<file path="src/rtl/riscv_mem_pkg.sv">
// Shared encodings for the unified-memory port arbiter: owner, FSM state and access-size codes.
package riscv_mem_pkg;

    typedef enum logic {
        OWN_I = 1'b0,
        OWN_D = 1'b1
    } owner_e;

    typedef enum logic {
        ST_IDLE = 1'b0,
        ST_WAIT = 1'b1
    } state_e;

    localparam logic [2:0] F3_B  = 3'b000;
    localparam logic [2:0] F3_H  = 3'b001;
    localparam logic [2:0] F3_W  = 3'b010;
    localparam logic [2:0] F3_BU = 3'b100;
    localparam logic [2:0] F3_HU = 3'b101;

    // Instruction fetches are always full-word reads.
    localparam logic [2:0] F3_FETCH = F3_W;

endpackage

</file>
<file path="src/rtl/mem_arb_pick.sv">
// Data-priority arbiter with a starvation counter that forces a fetch grant after STARVE_MAX data grants.
module mem_arb_pick
    import riscv_mem_pkg::*;
#(
    parameter int unsigned STARVE_MAX = 4
) (
    input  logic       clk,
    input  logic       rst,
    input  logic       i_req,
    input  logic       d_req,
    input  logic [1:0] excl,
    input  logic       issue,
    output logic       gnt_i,
    output logic       gnt_d
);

    localparam int unsigned SW = $clog2(STARVE_MAX + 1);

    logic [SW-1:0] starve_cnt_q, starve_cnt_d;
    logic          req_i, req_d, starved;

    always_comb begin
        gnt_i        = 1'b0;
        gnt_d        = 1'b0;
        starve_cnt_d = starve_cnt_q;
        req_i        = i_req & ~excl[OWN_I];
        req_d        = d_req & ~excl[OWN_D];
        starved      = (starve_cnt_q == SW'(STARVE_MAX));

        if (issue) begin
            if (req_d && !(req_i && starved)) begin
                gnt_d = 1'b1;
            end else if (req_i) begin
                gnt_i = 1'b1;
            end

            // Count only data grants that actually made a fetch wait; saturate at the limit.
            if (gnt_i) begin
                starve_cnt_d = '0;
            end else if (gnt_d && req_i && !starved) begin
                starve_cnt_d = starve_cnt_q + SW'(1);
            end
        end
    end

    always_ff @(posedge clk or negedge rst) begin
        if (!rst) begin
            starve_cnt_q <= '0;
        end else begin
            starve_cnt_q <= starve_cnt_d;
        end
    end

endmodule

</file>
<file path="src/rtl/mem_port_arbiter.sv">
// Serialises fetch and data-port accesses onto one single-port memory with fixed-latency completion.
module mem_port_arbiter
    import riscv_mem_pkg::*;
#(
    parameter int unsigned ADDR_W     = 32,
    parameter int unsigned DATA_W     = 32,
    parameter int unsigned MEM_LAT    = 1,
    parameter int unsigned STARVE_MAX = 4
) (
    input  logic              clk,
    input  logic              rst,
    input  logic              i_req,
    input  logic [ADDR_W-1:0] i_addr,
    output logic [DATA_W-1:0] i_rdata,
    output logic              i_rvalid,
    output logic              i_stall,
    input  logic              d_req,
    input  logic              d_we,
    input  logic [2:0]        d_funct3,
    input  logic [ADDR_W-1:0] d_addr,
    input  logic [DATA_W-1:0] d_wdata,
    output logic [DATA_W-1:0] d_rdata,
    output logic              d_rvalid,
    output logic              d_stall,
    output logic              mem_en,
    output logic              mem_we,
    output logic [2:0]        mem_funct3,
    output logic [ADDR_W-1:0] mem_addr,
    output logic [DATA_W-1:0] mem_wdata,
    input  logic [DATA_W-1:0] mem_rdata
);

    localparam int unsigned LW = $clog2(MEM_LAT + 1);

    state_e          state_q, state_d;
    owner_e          owner_q, owner_d;
    logic            we_q, we_d;
    logic [LW-1:0]   lat_cnt_q, lat_cnt_d;

    logic            done, issue, gnt_i, gnt_d;
    logic [1:0]      excl;

    // Completion frees the port in the same cycle; issue is held off while reset is asserted.
    always_comb begin
        done        = (state_q == ST_WAIT) && (lat_cnt_q == '0);
        issue       = rst && ((state_q == ST_IDLE) || done);
        excl        = '0;
        excl[OWN_I] = done && (owner_q == OWN_I);
        excl[OWN_D] = done && (owner_q == OWN_D);
    end

    mem_arb_pick #(
        .STARVE_MAX (STARVE_MAX)
    ) u_pick (
        .clk   (clk),
        .rst   (rst),
        .i_req (i_req),
        .d_req (d_req),
        .excl  (excl),
        .issue (issue),
        .gnt_i (gnt_i),
        .gnt_d (gnt_d)
    );

    always_comb begin
        state_d    = state_q;
        owner_d    = owner_q;
        we_d       = we_q;
        lat_cnt_d  = lat_cnt_q;
        mem_en     = 1'b0;
        mem_we     = 1'b0;
        mem_funct3 = '0;
        mem_addr   = '0;
        mem_wdata  = '0;
        i_rvalid   = 1'b0;
        d_rvalid   = 1'b0;
        i_rdata    = '0;
        d_rdata    = '0;

        if ((state_q == ST_WAIT) && (lat_cnt_q != '0)) begin
            lat_cnt_d = lat_cnt_q - LW'(1);
        end

        if (done) begin
            state_d = ST_IDLE;
            if (owner_q == OWN_I) begin
                i_rvalid = 1'b1;
                i_rdata  = mem_rdata;
            end else begin
                d_rvalid = 1'b1;
                d_rdata  = we_q ? '0 : mem_rdata;
            end
        end

        if (gnt_i || gnt_d) begin
            mem_en    = 1'b1;
            state_d   = ST_WAIT;
            lat_cnt_d = LW'(MEM_LAT - 1);
            if (gnt_d) begin
                owner_d    = OWN_D;
                we_d       = d_we;
                mem_we     = d_we;
                mem_funct3 = d_funct3;
                mem_addr   = d_addr;
                mem_wdata  = d_wdata;
            end else begin
                owner_d    = OWN_I;
                we_d       = 1'b0;
                mem_funct3 = F3_FETCH;
                mem_addr   = i_addr;
            end
        end

        i_stall = i_req & ~i_rvalid;
        d_stall = d_req & ~d_rvalid;
    end

    always_ff @(posedge clk or negedge rst) begin
        if (!rst) begin
            state_q   <= ST_IDLE;
            owner_q   <= OWN_I;
            we_q      <= 1'b0;
            lat_cnt_q <= '0;
        end else begin
            state_q   <= state_d;
            owner_q   <= owner_d;
            we_q      <= we_d;
            lat_cnt_q <= lat_cnt_d;
        end
    end

endmodule

</file>
<file path="config.mk">
export PLATFORM = sky130hd
export DESIGN_NAME = mem_port_arbiter
export DESIGN_NICKNAME = d
export VERILOG_FILES = /design/src/rtl/riscv_mem_pkg.sv /design/src/rtl/mem_arb_pick.sv /design/src/rtl/mem_port_arbiter.sv
export SDC_FILE = /design/constraint.sdc
export NUM_CORES = 1
export LEC_CHECK = 0
export CAP_MARGIN = 30
export CORE_AREA = 2 2 104 106
export DETAILED_ROUTE_END_ITERATION = 7
export DIE_AREA = 0 0 106 108
export SKIP_CTS_REPAIR_TIMING = 1
export SYNTH_ARGS = -nofsm -noshare
export SYNTH_HDL_FRONTEND = slang
export SYNTH_SLANG_ARGS = --single-unit
</file>
<file path="constraint.sdc">
create_clock -name clk -period 2.95 [get_ports clk]
set_input_delay 0.59 -clock clk [delete_from_list [all_inputs] [get_ports clk]]
set_output_delay 0.59 -clock clk [all_outputs]
set_load 0.05 [all_outputs]
</file>
### Word-level counts from Yosys, hierarchy flattened

Index checks and enable logic that the tools add are counted.

| storage, ports and cells | value |
|---|---|
| flip-flop bits (word level) | 7 |
| logic and storage cells | 68 |

| cells by class | value |
|---|---|
| $add $sub $neg | 2 |
| equal/unequal tests | 1 |
| mux-type cells | 32 |
| bitwise gates (word level) | 11 |
| reduce and logical (&&, ||, !) cells | 17 |

Operators by type and width:

| cell | count |
|---|---|
| 2-to-1 mux 32 bit | 9 |
| 2-to-1 mux 1 bit | 19 |
| 2-to-1 mux 3 bit | 4 |
| logical AND 1 bit | 9 |
| NOT 1 bit | 7 |
| nonzero test 2 bit | 3 |
| bitwise AND 1 bit | 4 |
| adder 3 x 1 -> 3 bit, second input constant | 1 |
| equality test 3 bit, second input constant | 1 |
| logical NOT 1 bit | 2 |
| logical OR 1 bit | 2 |
| AND reduction 2 bit | 1 |
| subtractor 1 bit, second input constant | 1 |

### Depth between registers and ports, before layout

| logic depth | value |
|---|---|
| depth after elaboration | 14 |
| gate-level depth with buffers | 8 |
| gate-level depth less buffers | 6 |

### Modules after synthesis

Synthesis repeated with hierarchy kept, for this count alone.

| second synthesis, totals | value |
|---|---|
| cells, all modules | 260 |
| area total of the unflattened synthesis | 1,586.5 um^2 |

By module, submodules not included:

| module | times used | cells each | area an instance (um^2) |
|---|---|---|---|
| mem_port_arbiter | 1 | 237 | 1,380.1 |
| mem_arb_pick | 1 | 23 | 206.4 |

### Least setup slack after synthesis

Ideal clock, no wire load.

| timing | value |
|---|---|
| path type | input-to-output |
| start | input port rst |
| end | output port mem_addr[17] |
| data arrival time | 2,311 ps |
| setup slack | 49 ps |
| stages on the path | 5 |
| path buffers | 2 |
| path through | and2_1 > clkbuf_1 > clkbuf_1 > nand2_1 > o21ai_0 |

| on the way | value |
|---|---|
| word-level cells in the longest chain between the ends | 4 |
| elaborated cells on any way between the ends | 6 |
| those cells by class | 4 x mux; 2 x reduce/logical |

Ends and longest elaborated chain:

| item | line | source |
|---|---|---|
| from (decl) | mem_port_arbiter.sv:11 | `input logic rst,` |
| logical AND 1 bit * | mem_port_arbiter.sv:46 | `issue = rst && ((state_q == ST_IDLE) \|\| done);` |
| 2-to-1 mux 1 bit | mem_arb_pick.sv:30 | `if (issue) begin` |
| 2-to-1 mux 32 bit or logical OR 1 bit (tied branches) | mem_port_arbiter.sv:99, mem_port_arbiter.sv:95 |  |
| 2-to-1 mux 32 bit * | mem_port_arbiter.sv:95 | `if (gnt_i \|\| gnt_d) begin` |
| to (decl) | mem_port_arbiter.sv:28 | `output logic [ADDR_W-1:0] mem_addr,` |

Mark *: on every way between the ends. The rest lies on a longest branch, timed or not.

### Final worst setup path

| timing | value |
|---|---|
| start | input port i_req |
| end | output port mem_addr[7] |

| on the way | value |
|---|---|
| word-level cells in the longest chain between the ends | 9 |
| elaborated cells on any way between the ends | 14 |
| those cells by class | 9 x mux; 1 x bitwise; 4 x reduce/logical |

Ends and longest elaborated chain:

| item | line | source |
|---|---|---|
| from (decl) | mem_port_arbiter.sv:12 | `input logic i_req,` |
| bitwise AND 1 bit * | mem_arb_pick.sv:26 | `req_i = i_req & ~excl[OWN_I];` |
| logical AND 1 bit | mem_arb_pick.sv:31 | `if (req_d && !(req_i && starved)) begin` |
| logical NOT 1 bit | mem_arb_pick.sv:31 |  |
| logical AND 1 bit | mem_arb_pick.sv:31 |  |
| 2-to-1 mux 1 bit | mem_arb_pick.sv:31 |  |
| 2-to-1 mux 1 bit (2 in series) | mem_arb_pick.sv:30 |  |
| 2-to-1 mux 32 bit or logical OR 1 bit (tied branches) | mem_port_arbiter.sv:99, mem_port_arbiter.sv:95 |  |
| 2-to-1 mux 32 bit * | mem_port_arbiter.sv:95 |  |

Mark *: on every way between the ends. The rest lies on a longest branch, timed or not. The select of a mux whose other input is x is not followed.

==> run metrics <==
status completed; WL final roughly 10000 microns; wire length of the first global-routing pass about 16000 microns; power per cell area roughly 330 mW/mm^2; worst slew margin relative to its limit between 60 and 70%; number of design-rule violations left by the first detailed-router iteration 61; Pleak 2.38 nW; setup TNS 0 ns; number of antenna violations at the first check in global routing 0; final setup violation count 0; Synth Area per Inst a little over 6 sq um; ranking of synthesized cells by area and2_1 39%, dfrtp_1 11%, nand3_1 10%, o21ai_1 9.9%, nand2_1 9.1%; number of vias per cell roughly 4.2; proportion of register bits with asynchronous set or reset after synthesis between 90% and 100%; area growth from synthesis to final layout 258%; via count roughly 2800; worst clock skew approximately 0.0037 ns; timing-limited maximum frequency 355 MHz; CP Launch Type primary input; internal power of the cells 982 uW; pin count of the biggest net entering global routing 39; remaining design rule violation count 0; commonest register cell after synthesis dfrtp_1; clock-pin slew reported for the worst setup and hold paths after clock tree synthesis 0.04 ns; Synth Register Bits 7; overall die area ~0.011 sq mm; clock tree sinks 7; Clock power frac 7.2%; Die Wd between 100 and 150 microns; largest buffer count on any clock path 2; Hold Slack 0.506 ns; VDD IR-drop max between 0.15 and 0.2 mV; Placer Congestion around 0.84; total number of H-tree levels 1; arrival time at the worst endpoint about 2.2 ns; sequential share of power between 6 and 7%; Pre-Repair DR Iteration Count 4; number of core rows 37; CTS Root Buffer Type clkbuf_8; number of warnings printed during yosys synthesis 0; Hold Fails Final Rpt 0; Inserted Clock Buffers 3; number of enable-type register cells in the synthesized netlist 0; Syn Nets approximately 400; Post-Syn Area 0.00162 sq mm; measured slew at the worst slew-check pin approximately 0.53 ns; portion of synthesized cell area occupied by the leading cell type around 39%; I/O Buffers about 270; Top Ports approximately 270; endpoint class of the critical path output pin; share of layout cells above drive strength 1 29.6%; net load switching power about 920 uW; library cell occupying the most area in the post-synthesis netlist and2_1; Worst Path Max Fanout 37; cells after synthesis 264; time the final worst path needs with I/O delays and setup roughly 2.8 ns; grt ovf 0; Starting Density 15.8%; final worst-path cycle share a little over nine tenths; Antenna Nets Post-Route 0; switching portion of total power 48.4%; core area ~0.010 sq mm; class of the most critical setup path in -> out; clock tree from TritonCTS yes; worst path required time 2.36 ns; register area share after synthesis between 10% and 20%; post-DP HPWL just over 9000 microns; setup repair after global routing missed its margin false; wire length per cell 15.8 microns; count of inserted antenna diode cells 0; via count of the first global-routing pass around 2900; Gate power share a little under nine tenths; latest clock arrival within the worst-skew pair 0.23 ns; Hold WC Path Type reg -> reg; number of max-slew violations in the final report 0; library cells used by synthesis 27; fin nets 666; die height between 100 and 150 microns; all-layer global routing usage around 18%; count of maximum capacitance violations 0
path summary, 6_finish.rpt:
path,startpoint,to,slack [ns],cells past startpoint
worst max-delay path,i_req,mem_addr[7],0.13,8
worst min-delay path,u_pick.starve_cnt_q[2],u_pick.starve_cnt_q[2],0.51,1
worst max register to register,lat_cnt_q,state_q,1.36,5
worst min register to register,u_pick.starve_cnt_q[2],u_pick.starve_cnt_q[2],0.51,1
max in group asynchronous,rst,u_pick.starve_cnt_q[0],2.04,2
min in group asynchronous,rst,state_q,0.56,1
synthesized netlist by cell type, types with 2 or more instances:
cell type and n:
and2_1 100, nand2_1 39, nand3_1 33, o21ai_1 32
clkbuf_1 17, dfrtp_1 7, o21ai_0 5, buf_4 4
inv_1 4, a21o_1 3, buf_6 2, ha_1 2
nand2b_1 2
critical path: stages:
cell             delay, ns
clkdlybuf4s50_1       0.48
nand3_1               0.11
o211ai_4              0.20
buf_12                0.19
buf_12                0.19
nand3_1               0.10
o21ai_1               0.17
buf_12                0.18
per-layer routing:
metal / wire (microns) / track usage (%) / vias up / share of wire (%)
li1: - / - / 1384 / -
met1: 3440 / 17.1 / 1204 / 33
met2: 5670 / 35.6 / 176 / 54
met3: 1170 / 5.97 / 14 / 11
met4: 195 / 4.04 / 0 / 1.9
met5: 0 / 0 / - / 0
area by class of cell:
type                       instances  area, sq um
fill                             864         4450
timing repair buffer             283         4070
multi-input combinational        229         1310
sequential                         7          175
tap                              136          170
clock buffer                       3         41.3
inverter                           4         15.0
clock inverter                     1         5.00
sequential cells by signal, summed over array words and instances, names as in the netlist:
register,count
state_q,1
we_q,1
owner_q,1
u_pick.starve_cnt_q,3
lat_cnt_q,1
cells in the final DEF, fill, tap and decap left out, types with 3 or more instances in the layout:
cell / count
clkdlybuf4s50_1: 136
buf_4: 19
nand2_1: 39
o21ai_1: 32
and2_1: 100
o21ai_0: 5
inv_1: 4
a21o_1: 3
nand3_1: 33
buf_12: 128
clkbuf_8: 3
dfrtp_1: 7
stage by stage:
stage	worst slack [ns]	util [%]	std cells	power [mW]	area, sq um
2_1_floorplan	0.0491	-	264	0.891	1620
3_3_place_gp	0.161	56.1	659	1.77	5740
3_5_place_dp	0.133	56.1	659	1.78	5740
4_1_cts	0.121	56.5	663	1.92	5780
5_1_grt	0.0143	56.5	663	1.98	5780
6_report	0.130	56.5	663	1.90	5780
power by group through the flow:
stage / Combinational [mW] / Clock [mW] / Sequential [mW]
detailed placement: 1.65 / 0 / 0.128
global placement: 1.64 / 0 / 0.127
CTS: 1.66 / 0.139 / 0.127
finish: 1.64 / 0.137 / 0.127
global route: 1.71 / 0.143 / 0.130
floorplan: 0.767 / 0 / 0.124
logic make-up after synthesis:
kind of cell    after synthesis  share of synthesized area (%)
simple gates                183                           63.9
compound gates               44                           15.3
buf+inv                      28                           8.44
flops                         7                           10.8
fa+ha+maj                     2                           1.55
(Power assumes the default switching activity.)
